===== config.mk =====
export PLATFORM = sky130hd
export DESIGN_NAME = score_display_mux
export DESIGN_NICKNAME = d
export VERILOG_FILES = /design/src/rtl/score_display_mux_pkg.sv /design/src/rtl/score_display_mux_bin2bcd_seq.sv /design/src/rtl/score_display_mux.sv
export SDC_FILE = /design/constraint.sdc
export NUM_CORES = 1
export LEC_CHECK = 0
export CAP_MARGIN = 20
export CORE_MARGIN = 10
export CORE_UTILIZATION = 40
export CTS_CLUSTER_DIAMETER = 80
export DETAILED_ROUTE_END_ITERATION = 10
export DONT_BUFFER_PORTS = 1
export PLACE_DENSITY = 0.53
export SYNTH_ARGS = -nofsm -noshare
export SYNTH_HDL_FRONTEND = slang
export SYNTH_SLANG_ARGS = --single-unit
export TNS_END_PERCENT = 1

===== constraint.sdc =====
create_clock -name clk_seg -period 8.6 [get_ports clk_seg]
set_input_delay 0.86 -clock clk_seg [delete_from_list [all_inputs] [get_ports clk_seg]]
set_output_delay 0.86 -clock clk_seg [all_outputs]
set_load 0.02 [all_outputs]

===== src/rtl/score_display_mux_pkg.sv =====
// -----------------------------------------------------------------------------
// score_display_mux_pkg
// Shared definitions for the score display path:
//   - segment patterns SEG_0..SEG_9 and SEG_BLANK (active-low, {g,f,e,d,c,b,a})
//   - anode one-hot-low constants for the four digit slots
//   - conversion FSM state encodings S_IDLE, S_CONV, S_COMMIT
//   - the score clamp value (99)
//   - helpers: seg_decode (BCD nibble -> segments), clamp_score
// No ports (package).
// -----------------------------------------------------------------------------
package score_display_mux_pkg;

    // Segment patterns, active-low, bit order {g,f,e,d,c,b,a}
    localparam logic [6:0] SEG_0     = 7'b1000000;
    localparam logic [6:0] SEG_1     = 7'b1111001;
    localparam logic [6:0] SEG_2     = 7'b0100100;
    localparam logic [6:0] SEG_3     = 7'b0110000;
    localparam logic [6:0] SEG_4     = 7'b0011001;
    localparam logic [6:0] SEG_5     = 7'b0010010;
    localparam logic [6:0] SEG_6     = 7'b0000010;
    localparam logic [6:0] SEG_7     = 7'b1111000;
    localparam logic [6:0] SEG_8     = 7'b0000000;
    localparam logic [6:0] SEG_9     = 7'b0010000;
    localparam logic [6:0] SEG_BLANK = 7'h7F;

    // Anode enables, active-low, one slot per digit select value
    localparam logic [3:0] AN_SEL0 = 4'b1110; // player 2 ones
    localparam logic [3:0] AN_SEL1 = 4'b1101; // player 2 tens
    localparam logic [3:0] AN_SEL2 = 4'b1011; // player 1 ones
    localparam logic [3:0] AN_SEL3 = 4'b0111; // player 1 tens
    localparam logic [3:0] AN_OFF  = 4'hF;

    // Largest score that fits in two decimal digits
    localparam logic [6:0] SCORE_CLAMP = 7'd99;

    // Number of shift/add-3 steps for a 7-bit input
    localparam logic [2:0] CONV_STEPS = 3'd7;

    typedef enum logic [1:0] {
        S_IDLE   = 2'd0,
        S_CONV   = 2'd1,
        S_COMMIT = 2'd2
    } state_t;

    function automatic logic [6:0] seg_decode(input logic [3:0] digit);
        logic [6:0] pattern;
        case (digit)
            4'd0:    pattern = SEG_0;
            4'd1:    pattern = SEG_1;
            4'd2:    pattern = SEG_2;
            4'd3:    pattern = SEG_3;
            4'd4:    pattern = SEG_4;
            4'd5:    pattern = SEG_5;
            4'd6:    pattern = SEG_6;
            4'd7:    pattern = SEG_7;
            4'd8:    pattern = SEG_8;
            4'd9:    pattern = SEG_9;
            default: pattern = SEG_BLANK;
        endcase
        return pattern;
    endfunction

    function automatic logic [6:0] clamp_score(input logic [6:0] score);
        return (score > SCORE_CLAMP) ? SCORE_CLAMP : score;
    endfunction

endpackage


===== src/rtl/score_display_mux_bin2bcd_seq.sv =====
// -----------------------------------------------------------------------------
// bin2bcd_seq
// Sequential double-dabble converter: 7-bit binary in, two BCD digits out.
// A start pulse loads the input; the engine then performs one add-3/shift step
// per cycle for 7 cycles and holds the result until the next start.
// Ports:
//   clk_seg  in  1  clock
//   reset    in  1  asynchronous, active-high
//   start    in  1  load bin and begin a conversion
//   bin      in  7  binary value (caller keeps it <= 99)
//   bcd      out 8  {tens, ones}; valid once 7 steps have completed
// -----------------------------------------------------------------------------
module bin2bcd_seq
    import score_display_mux_pkg::*;
(
    input  logic       clk_seg,
    input  logic       reset,
    input  logic       start,
    input  logic [6:0] bin,
    output logic [7:0] bcd
);

    // {tens[14:11], ones[10:7], binary[6:0]}
    logic [14:0] shreg;
    logic [14:0] adjusted;
    logic [2:0]  remaining;

    always_comb begin
        adjusted = shreg;
        if (adjusted[10:7] >= 4'd5) adjusted[10:7] = adjusted[10:7] + 4'd3;
        if (adjusted[14:11] >= 4'd5) adjusted[14:11] = adjusted[14:11] + 4'd3;
    end

    always_ff @(posedge clk_seg or posedge reset) begin
        if (reset) begin
            shreg     <= '0;
            remaining <= '0;
        end else if (start) begin
            shreg     <= {8'd0, bin};
            remaining <= CONV_STEPS;
        end else if (remaining != 3'd0) begin
            shreg     <= {adjusted[13:0], 1'b0};
            remaining <= remaining - 3'd1;
        end
    end

    assign bcd = shreg[14:7];

endmodule


===== src/rtl/score_display_mux.sv =====
// -----------------------------------------------------------------------------
// score_display_mux
// Shows two 7-bit player scores on a 4-digit multiplexed 7-segment display.
// Left pair (an[3:2]) = player 1 tens/ones, right pair (an[1:0]) = player 2.
// Scores are clamped to 99, converted to BCD by two sequential engines run
// in lockstep, and committed to the digit registers together.
// Parameters:
//   REFRESH_DIV  clk_seg cycles per digit slot (>= 2)
//   DIV_W        prescaler width, 2**DIV_W >= REFRESH_DIV
// Ports:
//   clk_seg        in  1  display clock
//   reset          in  1  asynchronous, active-high
//   player1_score  in  7  binary score, player 1
//   player2_score  in  7  binary score, player 2
//   seg            out 7  segments, active-low {g,f,e,d,c,b,a}
//   an             out 4  anode enables, active-low one-hot
//   busy           out 1  conversion in flight (CONV or COMMIT)
// Optional feature macro: LEADING_ZERO_BLANK_EN -- when defined, a tens digit
// of 0 is blanked (anode stays active); otherwise it is shown as "0".
// -----------------------------------------------------------------------------
module score_display_mux
    import score_display_mux_pkg::*;
#(
    parameter int REFRESH_DIV = 100000,
    parameter int DIV_W       = 17
) (
    input  logic       clk_seg,
    input  logic       reset,
    input  logic [6:0] player1_score,
    input  logic [6:0] player2_score,
    output logic [6:0] seg,
    output logic [3:0] an,
    output logic       busy
);

    // ---------------- conversion control ----------------
    state_t     state, next_state;
    logic [2:0] conv_cnt, next_conv_cnt;
    logic [6:0] p1_clamped, p2_clamped;
    logic [6:0] p1_snap, p2_snap;
    logic       start;
    logic       commit;
    logic [7:0] p1_bcd, p2_bcd;

    logic [3:0] p1_tens, p1_ones, p2_tens, p2_ones;

    assign p1_clamped = clamp_score(player1_score);
    assign p2_clamped = clamp_score(player2_score);

    always_comb begin
        next_state    = state;
        next_conv_cnt = conv_cnt;
        start         = 1'b0;
        commit        = 1'b0;
        case (state)
            S_IDLE: begin
                if ((p1_clamped != p1_snap) || (p2_clamped != p2_snap)) begin
                    start         = 1'b1;
                    next_conv_cnt = 3'd0;
                    next_state    = S_CONV;
                end
            end
            S_CONV: begin
                // The engines shift on each of these 7 cycles; the last one
                // lands together with the move to COMMIT.
                next_conv_cnt = conv_cnt + 3'd1;
                if (conv_cnt == CONV_STEPS - 3'd1) next_state = S_COMMIT;
            end
            S_COMMIT: begin
                commit     = 1'b1;
                next_state = S_IDLE;
            end
            default: next_state = S_IDLE;
        endcase
    end

    always_ff @(posedge clk_seg or posedge reset) begin
        if (reset) begin
            state    <= S_IDLE;
            conv_cnt <= '0;
        end else begin
            state    <= next_state;
            conv_cnt <= next_conv_cnt;
        end
    end

    // Snapshot is what was last started; it drives the change detector so
    // changes arriving mid-conversion are picked up on the next IDLE cycle.
    always_ff @(posedge clk_seg or posedge reset) begin
        if (reset) begin
            p1_snap <= '0;
            p2_snap <= '0;
        end else if (start) begin
            p1_snap <= p1_clamped;
            p2_snap <= p2_clamped;
        end
    end

    bin2bcd_seq u_bcd_p1 (
        .clk_seg (clk_seg),
        .reset   (reset),
        .start   (start),
        .bin     (p1_clamped),
        .bcd     (p1_bcd)
    );

    bin2bcd_seq u_bcd_p2 (
        .clk_seg (clk_seg),
        .reset   (reset),
        .start   (start),
        .bin     (p2_clamped),
        .bcd     (p2_bcd)
    );

    always_ff @(posedge clk_seg or posedge reset) begin
        if (reset) begin
            p1_tens <= '0;
            p1_ones <= '0;
            p2_tens <= '0;
            p2_ones <= '0;
        end else if (commit) begin
            p1_tens <= p1_bcd[7:4];
            p1_ones <= p1_bcd[3:0];
            p2_tens <= p2_bcd[7:4];
            p2_ones <= p2_bcd[3:0];
        end
    end

    assign busy = (state != S_IDLE);

    // ---------------- display scan ----------------
    logic [DIV_W-1:0] presc;
    logic [1:0]       sel;
    logic [3:0]       cur_digit;
    logic [3:0]       an_next;
    logic [6:0]       seg_next;

    always_ff @(posedge clk_seg or posedge reset) begin
        if (reset) begin
            presc <= '0;
            sel   <= '0;
        end else if (presc == DIV_W'(REFRESH_DIV - 1)) begin
            presc <= '0;
            sel   <= sel + 2'd1;
        end else begin
            presc <= presc + 1'b1;
        end
    end

    always_comb begin
        cur_digit = p2_ones;
        an_next   = AN_SEL0;
        case (sel)
            2'd0: begin cur_digit = p2_ones; an_next = AN_SEL0; end
            2'd1: begin cur_digit = p2_tens; an_next = AN_SEL1; end
            2'd2: begin cur_digit = p1_ones; an_next = AN_SEL2; end
            2'd3: begin cur_digit = p1_tens; an_next = AN_SEL3; end
            default: begin cur_digit = p2_ones; an_next = AN_SEL0; end
        endcase
`ifdef LEADING_ZERO_BLANK_EN
        // Odd select values are the tens slots.
        if (sel[0] && (cur_digit == 4'd0)) seg_next = SEG_BLANK;
        else                               seg_next = seg_decode(cur_digit);
`else
        seg_next = seg_decode(cur_digit);
`endif
    end

    // seg and an come from the same select value in the same register stage,
    // so the pair on the pins is always consistent.
    always_ff @(posedge clk_seg or posedge reset) begin
        if (reset) begin
            seg <= SEG_BLANK;
            an  <= AN_OFF;
        end else begin
            seg <= seg_next;
            an  <= an_next;
        end
    end

endmodule


==> Word level (Yosys, flattened, before mapping) <==
Memory sizes are Yosys's and may differ from the RTL's. A register that Yosys moved wholly into a read port is not among the register bits.
Index checks and enable logic that the tools add are counted.
{ "op_classes": {"addsub": 9, "magnitude_cmp": 6, "n_eq_ne": 11, "mux": 25, "n_reduce_logical": 11} }
{ "ops": {"columns": ["op", "count"], "rows": [
  ["$mux W15", 4],
  ["$pmux W4 S4", 2],
  ["$mux W3", 7],
  ["$add A17 B1 Y17 const B", 1],
  ["$eq A17 B17 Y1 const B", 1],
  ["$mux W17", 1],
  ["$ge A4 B3 Y1 const B", 4],
  ["$gt A7 B7 Y1 const B", 2],
  ["$mux W7", 2],
  ["$ne A7 B7 Y1", 2],
  ["$add A4 B2 Y4 const B", 2],
  ["$mux W4", 2],
  ["$reduce_bool A2 Y1", 4],
  ["$add A3 B2 Y3 const B", 2],
  ["$eq A2 B2 Y1 const B", 3],
  ["$pmux W3 S2", 1],
  ["$reduce_bool A3 Y1", 2],
  ["$sub A3 B1 Y3 const B", 2],
  ["$eq A2 B1 Y1 const B", 2],
  ["$logic_not A2 Y1", 2],
  ["$mux W2", 2],
  ["$ne A2 B2 Y1 const B", 2],
  ["$pmux W2 S2", 1],
  ["$reduce_and A2 Y1", 2],
  ["other kinds (5)", 7]
]} }
{ "word_totals": {"register_bits": 94, "rom_bits": 112, "elab_cells": 78, "n_memories": 1} }
{ "mem_list": {"columns": ["memory", "depth", "width", "read_ports", "rd_clocked_by_memory_dff", "write_ports", "line_no", "source"], "rows": [
  ["(name not given)", 16, 7, 1, 1, 0, "score_display_mux_pkg.sv:47", "case (digit)"]
]} }

==> Depth between registers and ports, before layout <==
Gate-level depths: netlist of the first run.
{ "logic_depth": {"depth_word": 7, "mapped_depth": 10, "ltp_nobuf": 10} }

==> Hierarchy <==
A second synthesis of the first run with hierarchy kept.
{ "hier_totals": {"cells_unflattened": 495, "hier_area_um2": 5205.0} }
{ "by_module_without_submodules": {"columns": ["mod", "instances", "cells_per_inst", "area_each_um2"], "rows": [
  ["score_display_mux", 1, 279, 3183.1],
  ["bin2bcd_seq", 2, 108, 1011.0]
]} }

==> Least setup slack after synthesis of the first run <==
Ideal clock, no wire load.
{ "synth_timing": {"path_kind": "input to register", "from": "in player1_score[2]", "to": "reg p1_snap[6]", "setup_ns": 0.128, "arrival_ns": 2.526, "t_required_ns": 8.472, "path_slack_ns": 5.947, "cell_stages": 7, "n_path_buf": 1, "path_cell_list": "o311a_4 > nor2_4 > xor2_2 > o2111ai_2 > o41ai_4 > buf_6 > mux2_1"} }
{ "synth_via": {"elab_chain_cells": 6} }
{ "synth_rtl": {"columns": ["element", "line_no", "source"], "rows": [
  ["from (decl)", "score_display_mux.sv:29", "input logic [6:0] player1_score,"],
  ["$gt A7 B7 Y1", "score_display_mux_pkg.sv:64", "return (score > SCORE_CLAMP) ? SCORE_CLAMP : score;"],
  ["$mux W7 *", "score_display_mux_pkg.sv:64", null],
  ["$ne A7 B7 Y1", "score_display_mux.sv:57", "if ((p1_clamped != p1_snap) || (p2_clamped != p2_snap)) begin"],
  ["$logic_or A1 B1 Y1", "score_display_mux.sv:57", null],
  ["$mux W1", "score_display_mux.sv:57", null],
  ["$mux W1", "score_display_mux.sv:55", "case (state)"],
  ["to (signal assigned)", "score_display_mux.sv:94", "p1_snap <= p1_clamped;"],
  ["to (decl)", "score_display_mux.sv:40", "logic [6:0] p1_snap, p2_snap;"]
]} }
Every way passes the cells marked *; elsewhere a longest branch is shown, timed or not.
A chain may end at the register's enable or synchronous reset.

==> Worst setup path after layout of the first run <==
{ "layout_timing": {"from": "in player2_score[3]", "to": "reg p1_snap[5]"} }
{ "layout_via": {"elab_chain_cells": 6} }
{ "layout_rtl": {"columns": ["element", "line_no", "source"], "rows": [
  ["from (decl)", "score_display_mux.sv:30", "input logic [6:0] player2_score,"],
  ["$gt A7 B7 Y1", "score_display_mux_pkg.sv:64", null],
  ["$mux W7 *", "score_display_mux_pkg.sv:64", null],
  ["$ne A7 B7 Y1 *", "score_display_mux.sv:57", null],
  ["$logic_or A1 B1 Y1 *", "score_display_mux.sv:57", null],
  ["$mux W1 *", "score_display_mux.sv:57", null],
  ["$mux W1 *", "score_display_mux.sv:55", null]
]} }
Marks and branches as above.

==> flow_summary.json, run 1 <==
{
  "ys_seq_elements": 101,
  "cts.path.max_buffers": 2,
  "reg2reg_from": "p2_snap[2]$_DFFE_PP0P_",
  "hold_buffers": 0,
  "hold_viol_final": 0,
  "slowest_delay_ns": 0.47,
  "fillers": 1207,
  "wl_per_cell_um": 13.7,
  "synth_area_leaders": "dfrtp_1 (45%), ha_1 (5.9%), dfstp_2 (5.7%), nand2_1 (5.6%), mux2i_1 (4.6%)",
  "final_common_cell": "dfrtp_1",
  "worstSetupStartpointType": "primary input",
  "drt-total-wl_mm": 9.03,
  "cts_sinks": 101,
  "worstPathMaxFanout": 23,
  "overflow": 0,
  "syn2layout_area_growth_pct": 8.37,
  "slowest_stage": "o41a_1",
  "track_usage_pct": 11.1,
  "ir_drop_uv": 151,
  "synth_largest_area_cell": "dfrtp_1",
  "first_pass_iters": 5,
  "critPathKind": "primary input to flop",
  "finalPower_mw": 1.73,
  "synthFlopType": "dfrtp_1",
  "multi_input_area_um2": 2320,
  "synth_top_family_by_area": "simple AND/OR/NAND/NOR gates",
  "finalWeightedCongestion": 0.791,
  "met3_usage_pct": 4.23,
  "die_w_um": 132,
  "synth.area.mux_share_pct": 9.31,
  "cts.repair.resized": 0,
  "syn_nets": 529,
  "grt_pass1_vias": 3358,
  "fin_setup_tns_ns": 0,
  "synth_edf_count": 0,
  "period_needed_ns": 2.64,
  "root_buffer": "clkbuf_16",
  "synth_xor_area_share_pct": 6.39,
  "fin_util_pct": 44.8,
  "netlist_area_um2": 5050,
  "drive_above_1_share_pct": 9.94,
  "cts.clk_slew.worst_paths_ns": 0.06,
  "p_per_area_nw_per_um2": 315,
  "cts_made_buffers": 9,
  "timing.final.max_slew_violations": 0,
  "status": "finished clean",
  "final_cell_mix": "dfrtp_1 (90), nand2_1 (75), nor2_1 (36), a21oi_1 (32), o21ai_0 (27)",
  "worst_pin_slew_ns": 0.886,
  "synth_async_sr_flop_share_pct": 100,
  "cts_setup_buffers": 0,
  "hpwl_mm": 6.30,
  "clkLatencyLatePin_ns": 0.34,
  "dp_slack_ns": 5.63,
  "top_usage_layer": "met2",
  "htreeDepth": 3,
  "required_ns": 8.83,
  "hold_slack_ns": 0.395,
  "synthAdderAreaFrac_pct": 5.94,
  "antenna_found_initial": 0,
  "vias_per_cell": 4.87,
  "io_pins": 28,
  "die_area_um2": 17500,
  "layout_setup_ws_ns": 5.96,
  "numPortBuffers": 0,
  "setup_viol": 0,
  "start_util_pct": 41.4,
  "yosysWarnings": 0,
  "core-area_um2": 12200,
  "r2r_cells": 7,
  "ys_seq_area_share_pct": 50.3,
  "rr_endpoint": "p1_snap[5]$_DFFE_PP0P_",
  "finClkSkew_ns": 0.00551,
  "syn_area_per_cell_um2": 10.3,
  "worstPathArrival_ns": 2.87,
  "grt_util_met2_pct": 17.3,
  "dr_total_vias": 3220,
  "holdCritPathClass": "primary input to asynchronous set/reset pin",
  "drc": 0,
  "rsz0062_at_grt": "false",
  "die_h_um": 132,
  "synthSimpleGateAreaFrac_pct": 14.5,
  "syn_inst": 489,
  "synth_compound_area_share_pct": 9.78,
  "worstPathCellList": "a21boi_0, xor2_1, nor3_1, o2111ai_2, o41a_1, buf_4, mux2_4",
  "leakagePower_nw": 2.51,
  "ys_types": 45,
  "slew_headroom_pct": 40.7,
  "drtAntennaViolNets": 0,
  "finalNetCount": 529,
  "yosysTopAreaCellShare_pct": 44.6,
  "fp-row-count": 40,
  "n_antenna_cell": 0,
  "cts_tree": "built",
  "drt_iter0_markers": 144,
  "regToRegSetupSlack_ns": 6.22,
  "met1_usage_pct": 13.6,
  "grt_pass1_wl_mm": 16.2,
  "grt_max_degree": 68,
  "fmax_mhz": 379,
  "seqCellArea_um2": 2540,
  "cap_violations": 0,
  "crit_path_end_kind": "flop",
  "fin_crit_sh_pct": 30.7
}
==> metrics by stage <==
stage                     cell area, µm²  cells
after floorplan                     5050    489
final                               5480    661
after global routing                5480    661
after global placement              5200    644
after detailed placement            5200    644
after CTS                           5460    659
==> synthesized netlist by cell type, drive strengths merged (2+ instances only) <==
master,number
a21boi,2
a21oi,32
a222oi,4
a31oi,2
and2,4
and4,3
buf,5
clkbuf,11
dfrtp,90
dfstp,11
ha,24
inv,28
mux2,20
mux2i,23
nand2,75
nand2b,10
nand3,12
nand4,2
nor2,38
nor2b,5
nor3,6
nor4bb,2
o21a,2
o21ai,31
o22ai,2
xnor2,26
xor2,10
==> layer usage <==
layer  share of wire (%)  routed length (µm)  vias to the layer above
li1                    -                   -                     1641
met1                  48                4300                     1519
met2                  45                4050                       47
met3                 5.8                 521                       13
met4                 1.7                 154                        0
met5                   0                   0                        -
==> logic make-up after synthesis <==
family / Yosys count
AOI/OAI and AO/OA: 80
xor gates and xnor gates: 36
adders and majority gates: 24
buffers and inverters: 44
DFF: 101
muxes: 43
and+or+nand+nor: 161
==> critical path: cells and delay by family <==
| kind | cells | cell delay (ns) |
|---|---|---|
| and+or+nand+nor | 1 | 0.25 |
| muxes | 1 | 0.32 |
| buffers and inverters | 1 | 0.28 |
| xor gates and xnor gates | 1 | 0.12 |
| AOI/OAI and AO/OA | 3 | 1.02 |
==> report_power, final <==
group / internal, mW / switching (mW) / leakage (nW)
registers: 0.651 / 0.132 / 1.25
logic: 0.263 / 0.314 / 1.13
clock network: 0.202 / 0.164 / 0.129
==> registers in the layout (all words and copies together), names as in the netlist <==
name and cells:
p2_ones 4, state 2, presc 17, p1_snap 7
p2_tens 4, p1_ones 4, conv_cnt 3, u_bcd_p2.remaining 3
an 4, p2_snap 7, u_bcd_p1.remaining 3, seg 7
u_bcd_p1.shreg 15, p1_tens 4, sel 2, u_bcd_p2.shreg 15
==> how the worst max path moves through the flow <==
stage,to,startpoint,depth (start not counted)
after floorplan,conv_cnt[0]$_DFFE_PP0P_,reset,1
after global placement,p1_snap[5]$_DFFE_PP0P_,player2_score[3],7
after detailed placement,p1_snap[4]$_DFFE_PP0P_,player2_score[3],7
after CTS,busy,state[0]$_DFFE_PP0P_,2
after global routing,p1_snap[5]$_DFFE_PP0P_,player2_score[3],7
final,p1_snap[5]$_DFFE_PP0P_,player2_score[3],7
==> area by class of cell <==
type / count / area share (%)
Multi-Input combinational cell: 344 / 42.3
Tap cell: 168 / 3.84
Inverter: 28 / 1.97
Clock inverter: 2 / 0.183
Clock buffer: 13 / 4.57
Sequential cell: 101 / 46.4
Timing Repair Buffer: 5 / 0.686
No activity file was read; power rests on OpenSTA's default activity.
==> inputs of run 2 (changes only) <==
--- a/config.mk
+++ b/config.mk
@@ -5,6 +5,7 @@
 export SDC_FILE = /design/constraint.sdc
 export NUM_CORES = 1
 export LEC_CHECK = 0
+export ABC_AREA = 1
 export CAP_MARGIN = 20
 export CORE_MARGIN = 10
 export CORE_UTILIZATION = 40
==> constraint.sdc (replaced) <==
create_clock -name clk_seg -period 2.45 [get_ports clk_seg]
set_input_delay 0.245 -clock clk_seg [delete_from_list [all_inputs] [get_ports clk_seg]]
set_output_delay 0.245 -clock clk_seg [all_outputs]
set_load 0.02 [all_outputs]
==> run 2 against run 1 <==
  * First-iteration DRC count increased by 66%
  * Clock power grew to 3.9 times the previous value
  * Synthesized cell count rose by 41%
  * Sequential power rose to 3.5 times the previous value
  * Largest power group unchanged
==> flow_summary.json, run 2 <==
{
  "status": "finished clean",
  "fp-row-count": 42,
  "syn_area_per_cell_um2": 7.84,
  "die_w_um": 136,
  "drtAntennaViolNets": 0,
  "largest-register": "presc",
  "synth_largest_area_cell": "dfrtp_1",
  "drive_above_1_share_pct": 8.73,
  "ys_seq_area_share_pct": 47.0,
  "cap_violations": 0,
  "seqCellArea_um2": 2540,
  "worst_pin_slew_ns": 0.881,
  "layout_setup_ws_ns": 0.352,
  "timing.final.max_slew_violations": 0,
  "cts_made_buffers": 9,
  "antenna_found_initial": 0,
  "clkLatencyLatePin_ns": 0.35,
  "multi_input_area_um2": 2290,
  "drt_iter0_markers": 239,
  "start_util_pct": 40.8,
  "ir_drop_uv": 543,
  "p_per_area_nw_per_um2": 1110,
  "wl_per_cell_um": 12.6,
  "period_needed_ns": 2.10,
  "final_cell_mix": "nand2_1 (193), inv_1 (117), dfrtp_1 (90), nand3_1 (56), o21ai_0 (53)",
  "dr_total_vias": 4265,
  "yosysTopAreaCellShare_pct": 41.6,
  "syn_inst": 690,
  "ys_types": 40,
  "setup_viol": 0,
  "cts.clk_slew.worst_paths_ns": 0.07,
  "die_area_um2": 18600,
  "finalPower_mw": 6.56,
  "syn_nets": 730,
  "placedCellCount": 858,
  "synthFlopType": "dfrtp_1",
  "htreeDepth": 3,
  "critPathKind": "flop to flop",
  "stdcell_count": 875,
  "fillers": 1361,
  "finalWeightedCongestion": 0.827,
  "required_ns": 2.71,
  "post-synth-top-count-cell": "nand2_1",
  "worstSetupStartpointType": "flop",
  "hold_slack_ns": 0.0915,
  "die_h_um": 136,
  "rsz0062_at_grt": "false",
  "root_buffer": "clkbuf_16",
  "grt_max_degree": 35,
  "io_pins": 28,
  "yosysWarnings": 0,
  "synth_edf_count": 0,
  "cts.repair.resized": 0,
  "finalNetCount": 734,
  "grt_pass1_vias": 4121,
  "worstPathMaxFanout": 5,
  "fin_setup_tns_ns": 0,
  "synth_area_leaders": "dfrtp_1 (42%), nand2_1 (13%), inv_1 (8.2%), ha_1 (5.6%), dfstp_2 (5.3%)",
  "overflow": 0,
  "leakagePower_nw": 3.19,
  "track_usage_pct": 12.8,
  "fmax_mhz": 477,
  "synth_async_sr_flop_share_pct": 100,
  "largest_reg_flops": 17,
  "hpwl_mm": 7.69,
  "ys_seq_elements": 101,
  "holdCritPathClass": "primary input to flop",
  "final_common_cell": "nand2_1",
  "drc": 0,
  "reg_top3": "presc (17), u_bcd_p1.shreg (15), u_bcd_p2.shreg (15)",
  "dp_slack_ns": 0.373,
  "n_antenna_cell": 0,
  "hold_viol_final": 0,
  "ys_top_cells_by_count": "nand2_1 (193), inv_1 (118), dfrtp_1 (90)",
  "drt-total-wl_mm": 11.0,
  "worstPathArrival_ns": 2.36,
  "fin_crit_sh_pct": 85.6,
  "numPortBuffers": 0,
  "cts_tree": "built",
  "grt_pass1_wl_mm": 19.5,
  "netlist_area_um2": 5410,
  "syn2layout_area_growth_pct": 9.79,
  "vias_per_cell": 4.87,
  "crit_path_end_kind": "flop",
  "first_pass_iters": 4,
  "core-area_um2": 13200,
  "cts.path.max_buffers": 2,
  "cts_sinks": 101,
  "finClkSkew_ns": 0.00793,
  "slew_headroom_pct": 41.1
}
## run 2: path summary, 6_finish.rpt
path / start / end / slack [ns] / cells past startpoint
setup reg to reg: sel[0]$_DFFE_PP0N_ / seg[3]$_DFF_PP1_ / 0.35 / 8
min in group asynchronous: reset / p1_ones[2]$_DFFE_PP0N_ / 0.51 / 2
setup / recovery: sel[0]$_DFFE_PP0N_ / seg[3]$_DFF_PP1_ / 0.35 / 8
max in group asynchronous: reset / an[2]$_DFF_PP1_ / 1.23 / 3
hold / removal: player2_score[5] / p2_snap[5]$_DFFE_PP0P_ / 0.09 / 2
hold reg to reg: presc[0]$_DFF_PP0_ / presc[0]$_DFF_PP0_ / 0.47 / 1
## run 2: cell families after synthesis
logic type | synth area share, %
AO/OA/AOI/OAI | 9.39
XOR/XNOR | 0.810
multiplexers | 0.185
adder cells (fa/ha/maj) | 5.55
flip-flops | 47.0
buffers and inverters | 10.7
AND/OR/NAND/NOR | 26.4
## run 2: cell type report
cell class / count / area share (%)
clock buffers: 9 / 3.79
clock inverters: 7 / 1.12
inverters: 121 / 7.71
multi-input cells: 448 / 38.5
flip-flops and latches: 101 / 42.8
well taps: 176 / 3.71
repair buffers: 13 / 2.32
## run 2: per-stage QoR
| step | cell area, µm² | util (%) |
|---|---|---|
| final | 5940 | 44.8 |
| after global routing | 5940 | 44.8 |
| after CTS | 5940 | 44.8 |
| after detailed placement | 5640 | 42.6 |
| after global placement | 5640 | 42.6 |
| after floorplan | 5410 | - |
## run 2: worst max-delay path: stages, from the launching register on
cell,delay (ns)
dfrtp_1,0.38
inv_1,0.10
ha_1,0.26
a22o_1,0.25
o22ai_1,0.34
inv_1,0.13
ha_1,0.33
nor2_1,0.05
o21ai_0,0.18
## run 2: repair_timing
item                      CTS  global route
setup buffers               0             0
hold endpoints to repair   23             0
hold buffers                1             0
## run 2: per-layer routing
layer	vias to the layer above	track usage, %	part of all wire [%]	wire length, µm
met1	2009	16.1	49	5390
met3	10	4.17	5.0	553
met4	0	3.43	1.1	118
met5	-	0	0	0
met2	63	20.6	45	4950
li1	2183	-	-	-
## run 2: power by group
part	internal (mW)	total [mW]	switching, mW
clock network	0.786	1.41	0.626
logic	0.904	2.39	1.49
registers	2.32	2.76	0.436
